`src/rtl/iso_inv_affine_pipe.sv`:
```
// Composite-field S-box back end: per-byte inverse isomorphism back to the
// AES polynomial basis, then an optional AES affine transform, as a
// two-stage valid/ready pipeline with fully registered outputs.
module iso_inv_affine_pipe #(
    parameter int unsigned DATA_W    = 32,
    parameter bit          AFFINE_EN = 1'b1
) (
    input  logic              clk,
    input  logic              rst_n,
    input  logic              in_valid,
    output logic              in_ready,
    input  logic [DATA_W-1:0] in_data,
    input  logic              in_mode,
    output logic              out_valid,
    input  logic              out_ready,
    output logic [DATA_W-1:0] out_data,
    output logic              out_mode
);

    // DATA_W is expected to be a multiple of 8; each byte is an independent lane.
    localparam int unsigned LANES = DATA_W / 8;

    // Columns of the inverse-isomorphism matrix, column 7 in the top byte.
    // The forward map sends x^k to beta^k with beta = 0x4B, giving forward
    // columns {01,4B,3D,35,52,E0,5E,BD}; these are the columns of its inverse.
    localparam logic [63:0] ISO_INV_COLS = 64'h84EE_4A1F_0C5C_E101;

    // Affine matrix columns: column i is rotl8(0x1F, i).
    localparam logic [63:0] AFFINE_COLS  = 64'h8FC7_E3F1_F87C_3E1F;
    localparam logic [7:0]  AFFINE_CONST = 8'h63;

    // 8x8 GF(2) matrix times vector, matrix given as eight packed columns.
    function automatic logic [7:0] mat_mul8(input logic [7:0] x, input logic [63:0] cols);
        return ({8{x[0]}} & cols[7:0])   ^ ({8{x[1]}} & cols[15:8])  ^
               ({8{x[2]}} & cols[23:16]) ^ ({8{x[3]}} & cols[31:24]) ^
               ({8{x[4]}} & cols[39:32]) ^ ({8{x[5]}} & cols[47:40]) ^
               ({8{x[6]}} & cols[55:48]) ^ ({8{x[7]}} & cols[63:56]);
    endfunction

    logic              s1_valid;
    logic [DATA_W-1:0] s1_data;
    logic              s1_mode;
    logic              s2_valid;
    logic [DATA_W-1:0] s2_data;
    logic              s2_mode;

    logic              adv1;
    logic              adv2;
    logic [DATA_W-1:0] iso_word;
    logic [DATA_W-1:0] aff_word;

    // Per-lane datapath: iso_inv feeds stage 1, affine (or bypass) feeds stage 2.
    genvar g;
    generate
        for (g = 0; g < LANES; g++) begin : g_lane
            assign iso_word[8*g +: 8] = mat_mul8(in_data[8*g +: 8], ISO_INV_COLS);
            if (AFFINE_EN) begin : g_aff
                assign aff_word[8*g +: 8] = mat_mul8(s1_data[8*g +: 8], AFFINE_COLS) ^ AFFINE_CONST;
            end else begin : g_noaff
                assign aff_word[8*g +: 8] = s1_data[8*g +: 8];
            end
        end
    endgenerate

    // Handshake: a stage advances when it is empty or the stage after it advances.
    // in_ready is held high while reset is asserted; anything taken then is dropped.
    assign adv2     = !s2_valid || out_ready;
    assign adv1     = !s1_valid || adv2;
    assign in_ready = adv1 || !rst_n;

    // Stage 1: capture the inverse-isomorphism result of an accepted word.
    always_ff @(posedge clk) begin
        if (!rst_n) begin
            s1_valid <= 1'b0;
            s1_data  <= '0;
            s1_mode  <= 1'b0;
        end else if (adv1) begin
            s1_valid <= in_valid;
            if (in_valid) begin
                s1_data <= iso_word;
                s1_mode <= in_mode;
            end
        end
    end

    // Stage 2: select iso-only or affine result; holds while stalled downstream.
    always_ff @(posedge clk) begin
        if (!rst_n) begin
            s2_valid <= 1'b0;
            s2_data  <= '0;
            s2_mode  <= 1'b0;
        end else if (adv2) begin
            s2_valid <= s1_valid;
            if (s1_valid) begin
                s2_data <= s1_mode ? s1_data : aff_word;
                s2_mode <= s1_mode;
            end
        end
    end

    assign out_valid = s2_valid;
    assign out_data  = s2_data;
    assign out_mode  = s2_mode;

endmodule

```
`config.mk`:
```
export PLATFORM = sky130hd
export DESIGN_NAME = iso_inv_affine_pipe
export DESIGN_NICKNAME = d
export VERILOG_FILES = /design/src/rtl/iso_inv_affine_pipe.sv
export SDC_FILE = /design/constraint.sdc
export NUM_CORES = 1
export LEC_CHECK = 0
export ABC_CLOCK_PERIOD_IN_PS = 3400
export CELL_PAD_IN_SITES_DETAIL_PLACEMENT = 2
export CELL_PAD_IN_SITES_GLOBAL_PLACEMENT = 2
export CORE_MARGIN = 8
export CORE_UTILIZATION = 34
export DETAILED_ROUTE_END_ITERATION = 12
export PLACE_DENSITY = 0.83
export SYNTH_ARGS = -nofsm -noshare
export SYNTH_HDL_FRONTEND = slang
export SYNTH_SLANG_ARGS = --single-unit
```
`constraint.sdc`:
```
create_clock -name clk -period 3.4 [get_ports clk]
set_input_delay 0.68 -clock clk [delete_from_list [all_inputs] [get_ports clk]]
set_output_delay 0.68 -clock clk [all_outputs]
set_load 0.05 [all_outputs]
```
Yosys cells after proc, flatten, opt, wreduce, memory -nomap -nowiden
Cells that the tools add are included.
- bits in registers: 68
- input port bits: 37
- output and inout bits: 35
- mux-type cells: 1
- bitwise logic cells: 60
- reduce and logical (&&, ||, !) cells: 8
- operators by type and width (cell ; count):
    bitwise XOR 8 bit ; 24
    bitwise XOR 8 x 7 -> 8 bit ; 8
    2-to-1 mux 32 bit ; 1
    bitwise XOR 1 x 8 -> 8 bit ; 4
    bitwise XOR 7 x 8 -> 8 bit ; 4
    bitwise XOR 8 x 4 -> 8 bit ; 4
    bitwise XOR 8 x 5 -> 8 bit ; 4
    bitwise XOR 6 x 7 -> 7 bit ; 4
    bitwise XOR 5 x 6 -> 6 bit ; 4
    NOT 4 bit ; 4
    AND reduction 2 bit ; 2
    logical NOT 1 bit ; 3
    logical OR 1 bit ; 3

Depth between registers and ports, before layout
- word-level depth: 9
- mapped depth: 6
- depth with buffers taken out: 4

Least setup slack after synthesis
OpenSTA, ideal clock, no wires.
- kind: input to output
- start point: in rst_n
- end point: out in_ready
- arrival time: 1.634 ns
- path slack: 1.086 ns
- stages on the path: 3
- path buffers: 2
- cells stage by stage: clkbuf_1 -> clkbuf_1 -> nand3_1
- word-level cells in the longest chain between the ends: 2
- RTL lines (element ; RTL line ; source):
    from (decl) ; 9 ; input logic rst_n,
    logical NOT 1 bit ; 69 ; assign in_ready = adv1 || !rst_n;
    logical OR 1 bit ; 69 ;
    to (decl) ; 11 ; output logic in_ready,
No other way between the ends.

Worst setup path after layout
- start point: in out_ready
- end point: out in_ready
- word-level cells in the longest chain between the ends: 3
- RTL lines (element ; RTL line ; source):
    from (decl) ; 15 ; input logic out_ready,
    logical OR 1 bit ; 67 ; assign adv2 = !s2_valid || out_ready;
    logical OR 1 bit ; 68 ; assign adv1 = !s1_valid || adv2;
    logical OR 1 bit ; 69 ;
No other way between the ends.

==> results.md <==
- Final setup fails: 0
- Detailed-route wire length per cell: 18.8 um
- Reg2reg path depth: 4
- GRT Total Usage: 16.6%
- Detailed Place HPWL: 8.42 mm
- Gate power share: 28.1%
- Most common cell on crit path: clkdlybuf4s50_1
- Ratio of cells with drive above 1 in the final layout: 8.24%
- Multi-input logic area: 2430 sq um
- Diodes inserted: 0
- CP Buf/Inv Count: 2
- Total Routed Length: 12.3 mm
- Clock power share: 40.6%
- Routability cong.: 0.749
- RSZ-0062 raised after global routing: no
- H-tree lvl count: 3
- Hold Crit Class: register to register
- Worst slew margin: 27.2%
- Clock Path Buffers: 2
- WP depth: 4
- Clock-pin slew on the worst setup and hold paths: 0.06 ns
- Pin count of the biggest net entering global routing: 69
- Net Sw Frac: 31.0%
- Worst-skew pair later-pin latency: 0.34 ns
- Clk sinks: 68
- Worst Path Required: 2.72 ns
- Overflow left after global routing: 0
- CP delay by family, top: buffers and inverters
- DRT iter0 DRCs: 123
- Crit Path Class: input port to primary output
- EDFF count, synth: 0
- Initial antenna violation count: 0
- Fill cells: 1266
- Max cap viols: 0
- Crit path launch type: input port
- Via count: 3421
- Most frequent cell after synthesis: xnor2_1
- Tmin final: 3.00 ns
- Fmax: 0.333 GHz
- Most used flip-flop cell after synthesis: dfxtp_1
- Most frequent cells after synthesis: xnor2_1, dfxtp_1, o21ai_0
- Worst slew pin tran: 1.09 ns
- Synth async-reset ratio: 0%
- Hold path depth: 2
- Number of synthesized register bits: 68
- Setup Fix Bufs, Post-CTS: 0
- First-pass GRT wire length: 19.9 mm
- Tcrit/Tclk final: 88.3%
- Chip height: 123 um
- Dominant cells by area after synthesis: dfxtp_1, xnor2_1, o21ai_0
- Yosys cell types: 27
- Status: complete, no violations
- Seq pwr share: 31.3%
- Synth Area per Inst: 8.76 sq um
- Pwr dens: 608 nW/um^2
- Initial Util: 34.4%
- Vias in the first global route: 3823
- Port bufs: 71
- NetSw: 0.000967 W
- Peak supply drop: 0.257 mV
- DRC viols: 0
- Critical-path top delay cell: clkdlybuf4s50_1
- Register area: 1360 sq um
- Leakage: 1.88 nW
- # nets final: 542
- Fin. Hold Viols: 0
- Row cnt: 39
- Arrival time worst endpoint: 2.32 ns
- Post_cts resized: 0
- DRT antenna net count: 0
- Area fraction of the dominant cell type after synthesis: 34.9%
- First-pass DRT Iterations: 4
- Syn-to-layout area delta: 31.7%
- Critical Path Fanout Max: 4
- CTS tree: done
- Final TNS setup: 0 ns
- Routed vias/inst: 5.24
- Internal: 0.00215 W
- Synthesized Nets: 482
- Biggest area consumer among synthesized cells: dfxtp_1
- Setup crit end kind: primary output
- Core area: 11300 sq um
- Register area share after synthesis: 34.9%
- Die Width: 123 um
- Post-Synthesis Cells: 445
- Hold buffer count at CTS: 0
- CP cell instances: clkdlybuf4s50_1, nor2b_1, nand3_1, clkdlybuf4s50_1
- Pins over their slew limit: 0
- Io pins: 72
- Post-Route Skew: 0.00800 ns
- Largest stage delay, worst path: 0.72 ns
- TritonCTS buffer count: 9
- Ys Warns: 0
- CTS root buf: clkbuf_16
- DIE AREA: 15100 sq um
- Synthesized cell area: 3900 sq um
- Post-Route Utilization: 45.3%
==> flip-flops by register name, summed over array words and instances, names as in the netlist <==
register	count
out_mode	1
out_data	32
s1_valid	1
out_valid	1
s1_mode	1
s1_data	32
==> layout make-up <==
type	count	area share, %
Tap cell	143	3.49
Sequential cell	68	26.5
Clock buffer	10	4.66
Timing Repair Buffer	78	14.8
Inverter	1	0.0731
Clock inverter	6	3.10
Multi-Input combinational cell	347	47.4
==> worst register-to-register path: stages, from the launching register on <==
cell and delay [ns]:
dfxtp_1 1.04, nor2_1 0.18, mux2i_1 0.27, xor2_1 0.10
o311ai_1 0.29
==> logic make-up (layout without fill, tap and decap cells) <==
| kind of cell | Yosys count | after routing | synth area share [%] |
|---|---|---|---|
| buffers and inverters | 30 | 95 | 2.95 |
| AO/OA/AOI/OAI | 133 | 133 | 20.8 |
| XOR/XNOR | 113 | 113 | 28.3 |
| multiplexers | 1 | 1 | 0.257 |
| flip-flops | 68 | 68 | 34.9 |
| AND/OR/NAND/NOR | 100 | 100 | 12.7 |
==> power groups by stage <==
stage	clock (W)	sequential, W	combinational [W]
3_5_place_dp	0	0.000990	0.000866
6_report	0.00127	0.000976	0.000877
5_1_grt	0.00132	0.000988	0.000955
4_1_cts	0.00129	0.000978	0.000893
3_3_place_gp	0	0.000983	0.000827
2_1_floorplan	0	0.00108	0.000515
==> per-layer routing <==
| layer | vias up | GRT usage, % | part of all wire, % |
|---|---|---|---|
| met2 | 49 | 31.5 | 55 |
| met5 | - | 0 | 0 |
| li1 | 1667 | - | - |
| met3 | 12 | 2.47 | 2.6 |
| met1 | 1693 | 18.2 | 41 |
| met4 | 0 | 6.25 | 1.5 |
==> per-stage QoR <==
| stage | hold slack (ns) | std cells | area (sq um) | power [W] | setup WS (ns) |
|---|---|---|---|---|---|
| after floorplan | 0.504 | 445 | 3900 | 0.00160 | 1.09 |
| after global placement | 0.464 | 637 | 4730 | 0.00181 | 0.436 |
| after detailed placement | 0.475 | 637 | 4730 | 0.00186 | 0.410 |
| after CTS | 0.483 | 653 | 5130 | 0.00316 | 0.390 |
| after global routing | 0.504 | 653 | 5130 | 0.00326 | 0.338 |
| final | 0.484 | 653 | 5130 | 0.00312 | 0.397 |
==> worst paths after layout <==
kind                                start           end  slack, ns
worst min-delay path             out_mode      out_mode       0.48
worst max register to register    s1_mode  out_data[29]       1.42
worst max-delay path            out_ready      in_ready       0.40
worst min register to register   out_mode      out_mode       0.48
==> cell usage in the layout (no fill, tap or decap), types with 2 or more instances in the layout <==
cell and count:
xnor2_1 83, nand3_1 11, clkdlybuf4s50_1 70, dfxtp_1 68, o21ai_1 9, bufinv_16 5, a31oi_1 31, nand2_1 42
nand3b_1 4, o21ai_0 62, clkbuf_16 9, nand2b_1 2, xnor2_2 10, buf_4 7, a21boi_1 14, nor2b_1 3
xor2_1 15, o211a_1 12, nor2_1 5, or3_1 31, xor2_2 5
Note: power is estimated with default switching activity, not from simulation.
